**src/rtl/elevator_call_panel.sv**
```systemverilog
// ---------------------------------------------------------------------------
// elevator_call_panel
//
// Purpose:
//   Latches raw floor-call buttons into a pending-call vector for a 4-floor
//   elevator controller. Each button is synchronized with two flops, then
//   optionally debounced, then edge-detected. A rising edge sets the floor's
//   pending bit. The bit clears when the door is open at that floor.
//
// Configuration:
//   `define ELEVATOR_DEBOUNCE_EN adds a per-bit debounce filter between the
//   synchronizer and the edge detector. The filter uses DB_CYCLES
//   consecutive disagreeing samples. Without the macro, the filtered level
//   is the synchronized level and no counters are built.
//
// Ports:
//   clk         in   system clock, rising edge
//   reset       in   asynchronous active-high reset
//   btn[3:0]    in   raw floor-call buttons (async to clk), bit i = floor i
//   curr_floor  in   floor the car is currently at
//   door_open   in   car door open at curr_floor
//   req[3:0]    out  registered pending-call vector
//   req_count   out  registered popcount of req
//   new_req     out  one-cycle pulse when any req bit was newly set
//   served[3:0] out  one-cycle pulse per floor whose pending call cleared
// ---------------------------------------------------------------------------
module elevator_call_panel #(
    parameter int DB_CYCLES = 4
) (
    input  logic       clk,
    input  logic       reset,
    input  logic [3:0] btn,
    input  logic [1:0] curr_floor,
    input  logic       door_open,
    output logic [3:0] req,
    output logic [2:0] req_count,
    output logic       new_req,
    output logic [3:0] served
);

    logic [3:0] sync1_reg;
    logic [3:0] sync2_reg;
    logic [3:0] level;        // synchronized (and optionally filtered) level
    logic [3:0] prev_reg;     // level one cycle earlier, for edge detect
    logic [3:0] rise;
    logic [3:0] clr;
    logic [3:0] req_next;
    logic [2:0] count_next;

    // Two-flop synchronizer on the raw buttons.
    always_ff @(posedge clk or posedge reset) begin
        if (reset) begin
            sync1_reg <= '0;
            sync2_reg <= '0;
        end else begin
            sync1_reg <= btn;
            sync2_reg <= sync1_reg;
        end
    end

`ifdef ELEVATOR_DEBOUNCE_EN
    // The filtered level flips only after DB_CYCLES consecutive samples
    // disagree with it. Any sample that agrees restarts the count.
    generate
        for (genvar gi = 0; gi < 4; gi++) begin : g_db
            logic [3:0] cnt_reg;
            logic       filt_reg;

            always_ff @(posedge clk or posedge reset) begin
                if (reset) begin
                    cnt_reg  <= '0;
                    filt_reg <= 1'b0;
                end else if (sync2_reg[gi] != filt_reg) begin
                    if (cnt_reg == 4'(DB_CYCLES - 1)) begin
                        filt_reg <= ~filt_reg;
                        cnt_reg  <= '0;
                    end else begin
                        cnt_reg <= cnt_reg + 4'd1;
                    end
                end else begin
                    cnt_reg <= '0;
                end
            end

            assign level[gi] = filt_reg;
        end
    endgenerate
`else
    assign level = sync2_reg;
`endif

    // A floor is cleared when the door is open at that floor.
    generate
        for (genvar gi = 0; gi < 4; gi++) begin : g_clr
            assign clr[gi] = door_open && (curr_floor == 2'(gi));
        end
    endgenerate

    assign rise = level & ~prev_reg;

    // A clear on a bit overrides a set on the same bit in the same cycle.
    assign req_next   = (req | rise) & ~clr;
    assign count_next = 3'(req_next[0]) + 3'(req_next[1])
                      + 3'(req_next[2]) + 3'(req_next[3]);

    always_ff @(posedge clk or posedge reset) begin
        if (reset) begin
            prev_reg  <= '0;
            req       <= '0;
            req_count <= '0;
            new_req   <= 1'b0;
            served    <= '0;
        end else begin
            prev_reg  <= level;
            req       <= req_next;
            req_count <= count_next;
            // Only bits that actually go 0 -> 1 count as new calls.
            new_req   <= |(rise & ~req & ~clr);
            served    <= req & clr;
        end
    end

endmodule

```
**config.mk**
```make
export PLATFORM = sky130hd
export DESIGN_NAME = elevator_call_panel
export DESIGN_NICKNAME = d
export VERILOG_FILES = /design/src/rtl/elevator_call_panel.sv
export SDC_FILE = /design/constraint.sdc
export NUM_CORES = 1
export LEC_CHECK = 0
export CELL_PAD_IN_SITES_DETAIL_PLACEMENT = 1
export CELL_PAD_IN_SITES_GLOBAL_PLACEMENT = 1
export CORE_MARGIN = 2
export CORE_UTILIZATION = 54
export CTS_BUF_LIST = sky130_fd_sc_hd__clkbuf_4
export DETAILED_ROUTE_END_ITERATION = 16
export DONT_BUFFER_PORTS = 1
export PLACE_DENSITY_LB_ADDON = 0.1
export SYNTH_ARGS = -nofsm -noshare
export SYNTH_HDL_FRONTEND = slang
export SYNTH_SLANG_ARGS = --single-unit
```
**constraint.sdc**
```tcl
create_clock -name clk -period 3.6 [get_ports clk]
set_input_delay 0.54 -clock clk [delete_from_list [all_inputs] [get_ports clk]]
set_output_delay 0.54 -clock clk [all_outputs]
set_load 0.02 [all_outputs]
```
==> results of run 1 <==
-- synth_stat cells --
library cell	number
nand3_1	1
dfrtp_1	24
or2_2	1
nor2_1	5
inv_1	8
nor3b_1	3
ha_1	2
fa_1	1
o21ai_0	2
and2_1	1
a311o_1	1
nor2b_1	4
a32o_1	1
nand3b_1	2
o21a_1	1
-- worst max-delay path, cell delays in order (launching register included) --
cell	delay (ns)
dfrtp_1	0.51
nor2_1	0.11
or2_2	0.30
fa_1	0.53
inv_1	0.04
ha_1	0.19
ha_1	0.28
-- metal layers --
metal | global-route usage | wire [um] | part of all wire
met1 | 0.175 | 496 | 0.42
met2 | 0.252 | 568 | 0.49
met3 | 0.0383 | 90 | 0.077
met4 | 0.0813 | 14 | 0.012
met5 | 0 | 0 | 0
-- layout make-up --
cell class | instances | area (um^2)
Sequential cell | 24 | 601
Fill cell | 137 | 493
Multi-Input combinational cell | 25 | 181
Inverter | 8 | 30.0
Clock buffer | 3 | 22.5
Tap cell | 15 | 18.8
Clock inverter | 1 | 3.75
-- where the power goes --
group	total (W)	switching [W]	internal, W
clock	0.000111	0.0000707	0.0000404
combinational	0.0000432	0.0000259	0.0000173
sequential	0.000344	0.0000450	0.000299
total	0.000498	0.000142	0.000357
-- logic make-up (layout without fill, tap and decap cells) --
| group | after synthesis | in the layout | synth area share |
|---|---|---|---|
| AO/OA/AOI/OAI | 5 | 5 | 0.0462 |
| adder cells (fa/ha/maj) | 3 | 3 | 0.0555 |
| buffers and inverters | 8 | 12 | 0.0370 |
| flip-flops | 24 | 24 | 0.740 |
| AND/OR/NAND/NOR | 17 | 17 | 0.122 |
-- stage by stage --
stage | cells | hold slack (ns)
global route | 76 | 0.229
finish | 76 | 0.252
global placement | 72 | 0.332
CTS | 76 | 0.245
floorplan | 57 | 0.331
detailed placement | 72 | 0.340
-- how the worst max path moves through the flow --
stage	start	to	cells past startpoint
4_1_cts	req[0]	req_count[1]	6
6_report	req[0]	req_count[1]	6
3_3_place_gp	door_open	req_count[1]	6
3_5_place_dp	door_open	req_count[1]	6
5_1_grt	level[0]	req_count[1]	7
2_1_floorplan	door_open	req_count[1]	6
==> out/results.ini, run 1 <==
[run_status]
status = completed

[global_route]
grt_max_degree = 25
antenna_found_initial = 0
grt_pass1_vias = 495
grt_pass1_wl_um = 2010
gr-total-overflow = 0
gr-usage-all-layers = 0.150

[placed_design]
dp_slack_ns = 1.40
port_buffers = 0
finalWeightedCongestion = 0.673
placed_cell_area_um2 = 831

[worst_setup_path]
reg2reg_slack_ns = 1.52
worstReg2RegEnd = req_count[1]
reg2reg_depth = 6
worstSetupPathType = flip-flop to flip-flop
cp-end-kind = flip-flop
critPathRequiredTime_ns = 3.79
start_kind = flip-flop
r2r_start = req[0]
worstPathArrival_ns = 2.27
cp_max_fo = 4

[pwr]
vdd_drop_max_mv = 0.363
p_leak_nw = 0.413
total_power_w = 0.000498
powerDensity_nw_per_um2 = 581

[sta]
slew_headroom = 0.434
tightest_slew_ns = 0.848
fmax_ghz = 0.482
min_period_over_period = 0.577
setup_slack_ns = 1.52
min_period_ns = 2.08
rsz0062_at_grt = no
report.final.hold_viol_count = 0
tns_ns = 0
clock_skew_ns = 0.00184
maxSlewViolCount = 0
setup_viol = 0

[yosys]
synthesis.area_um2 = 812
yosysSeqAreaShare = 0.740
yosysWarnings = 0
synth.net_count = 69
synth_top_area_share = 0.740
synth.avg_cell_area_um2 = 14.2
synthesis.instances = 57
ys_ff_latch = 24
post-synth-top-area-cell = dfrtp_1
synthTopCellsByArea = dfrtp_1, inv_1, ha_1
synth_cell_type_count = 15

[die]
rows = 13
io_pins = 21
die-height_um = 42.8
initial_core_util = 0.601
die_w_um = 42.8
die_area_um2 = 1830
core_area_um2 = 1350

[cells_and_area]
utilization = 0.635
final_area_um2 = 857
layout_common_cells = dfrtp_1, inv_1, nor2_1
final_common_cell = dfrtp_1
drive_above_1_share = 0.0656
syn2layout_area_growth_pct = 5.55
nets = 74
diodes = 0

[drt]
num_vias = 432
antenna_left = 0
drc = 0
routedWlPerCell_um = 15.4
drt_iter0_drc = 4
drt-pass1-iter-count = 2
routed_wl_um = 1170
vias_per_cell = 5.68

[clocking]
cts_tree = built
clockRootBuffer = clkbuf_4
cts.sinks = 24
cts_resized = 0
clockBufferDepth = 2
post_cts_buffers = 0
cts.clk_slew.worst_paths_ns = 0.12
clk_latency_ns = 0.30
cts_buffers = 3
h-tree-depth = 1
postCtsHoldBufs = 0

[min_path]
min_to = sync1_reg[1]
hold_class = primary input to flip-flop
hp-start = btn[1]
whs_path_depth = 0

[job]
maxCapViolCount = 0

(Power assumes the default switching activity.)
==> run 2: changes to the inputs <==
- CORE_UTILIZATION: 54 -> 45
- clock period: 3.6 -> 1.83 ns (I/O delays scaled with it)
==> run 2 against run 1 <==
Global-route usage is 0.26 points higher. Maximum frequency is 14% higher. Clock skew hardly changed. Clock power is 100% higher. Critical endpoint unchanged.
==> out/results.ini, run 2 (synthesis results as in run 1) <==
[run_status]
status = completed

[pwr]
vdd_drop_max_mv = 0.529
p_sw_frac = 0.289
pwr-share-seq = 0.636
intPower_w = 0.000743
p_leak_nw = 0.472
p_sw_w = 0.000301
power_frac_clock = 0.214
comb_power_share = 0.150
powerDensity_nw_per_um2 = 1040

[worst_setup_path]
critPathRequiredTime_ns = 2.09
slowest_delay_ns = 0.50
start_kind = flip-flop
slowest_stage = fa_1
worstPathArrival_ns = 2.08
crit_path_frequent_cell = ha_4
crit_family = adder cells
worstSetupPathType = flip-flop to flip-flop
crit_buf_inv = 1
cp_max_fo = 2
path_cells = nor2b_4 -> nor2_2 -> or2_4 -> fa_1 -> inv_2 -> ha_4 -> ha_4
cp-end-kind = flip-flop

[cells_and_area]
layout_common_cells = dfrtp_1, buf_4, inv_1
fill_cells = 173
drive_above_1_share = 0.247
nets = 86
utilization = 0.590
instances_no_fill = 98
syn2layout_area_growth_pct = 24.2
final_common_cell = dfrtp_1
diodes = 0

[sta]
whs_ns = 0.00870
slew_headroom = 0.438
tightest_slew_ns = 0.841
tns_ns = 0
fmax_ghz = 0.550
min_period_over_period = 0.994
setup_viol = 0
maxSlewViolCount = 0
report.final.hold_viol_count = 0
clock_skew_ns = 0.00182
rsz0062_at_grt = yes
min_period_ns = 1.82

[die]
io_pins = 21
core_area_um2 = 1710
die_w_um = 46.5
initial_core_util = 0.475
die-height_um = 46.5
rows = 15
die_area_um2 = 2160

[clocking]
clockRootBuffer = clkbuf_4
cts.clk_slew.worst_paths_ns = 0.11
cts_tree = built
clk_latency_ns = 0.31
cts_buffers = 3
clockBufferDepth = 2
cts.sinks = 24
h-tree-depth = 1

[placed_design]
dpl.cell_count = 88
finalWeightedCongestion = 0.751
dp.final_hpwl_um = 953
port_buffers = 0

[global_route]
grt_pass1_vias = 520
gr-usage-all-layers = 0.153
antenna_found_initial = 0
gr-total-overflow = 0
grt_max_degree = 25
grt_pass1_wl_um = 2130

[drt]
routed_wl_um = 1320
drt_iter0_drc = 0
antenna_left = 0
vias_per_cell = 4.81
drc = 0
num_vias = 471
routedWlPerCell_um = 13.5
drt-pass1-iter-count = 1

[min_path]
hold_class = primary input to async pin

[job]
maxCapViolCount = 0

## run 2: cell count changes in the layout (fill, tap and decap cells not counted), sizes merged
cell / delta
buf: +8
dlygate4sd3: +4
## run 2: layout make-up
class / count / area (um^2) / area share
repair buffers: 12 / 100 / 0.0993
clock inverters: 1 / 3.75 / 0.00372
multi-input cells: 25 / 219 / 0.217
well taps: 25 / 31.3 / 0.0310
clock buffers: 3 / 22.5 / 0.0223
flip-flops and latches: 24 / 602 / 0.597
inverters: 8 / 30.0 / 0.0298
## run 2: power by group through the flow
| stage | logic (W) | registers (W) | clock network (W) |
|---|---|---|---|
| after global routing | 0.000179 | 0.000674 | 0.000260 |
| after CTS | 0.000145 | 0.000666 | 0.000233 |
| after floorplan | 0.0000655 | 0.000678 | 0 |
| after global placement | 0.000114 | 0.000672 | 0 |
| after detailed placement | 0.000122 | 0.000673 | 0 |
| final | 0.000157 | 0.000664 | 0.000224 |
## run 2: timing repair
item | CTS | global route
buffers inserted | 1 | 1
hold endpoints to repair | 4 | 0
hold buffers | 4 | 0
resized for setup | 6 | 3
setup endpoints to repair | 2 | 1
## run 2: stage by stage
stage          instance area, um^2  power (W)  setup slack, ns
4_1_cts                        991    0.00104         -0.00872
3_3_place_gp                   892   0.000786          -0.0143
2_1_floorplan                  816   0.000744           0.0412
3_5_place_dp                   892   0.000794          -0.0960
5_1_grt                       1010    0.00111          -0.0244
6_report                      1010    0.00104           0.0104
## run 2: path summary, 6_finish.rpt
path / startpoint / end / slack [ns] / cells past startpoint
max in group asynchronous: reset / req[0] / 1.25 / 1
min in group clk: door_open / served[1] / 0.15 / 2
setup / recovery: prev_reg[0] / req_count[1] / 0.01 / 7
hold / removal: reset / sync1_reg[1] / 0.009 / 1
setup reg to reg: prev_reg[0] / req_count[1] / 0.01 / 7
hold reg to reg: sync1_reg[2] / level[2] / 0.37 / 0
## run 2: routing by layer
metal,part of all wire,global-route usage
met1,0.39,0.162
met2,0.49,0.242
met3,0.089,0.0549
met4,0.036,0.126
met5,0,0
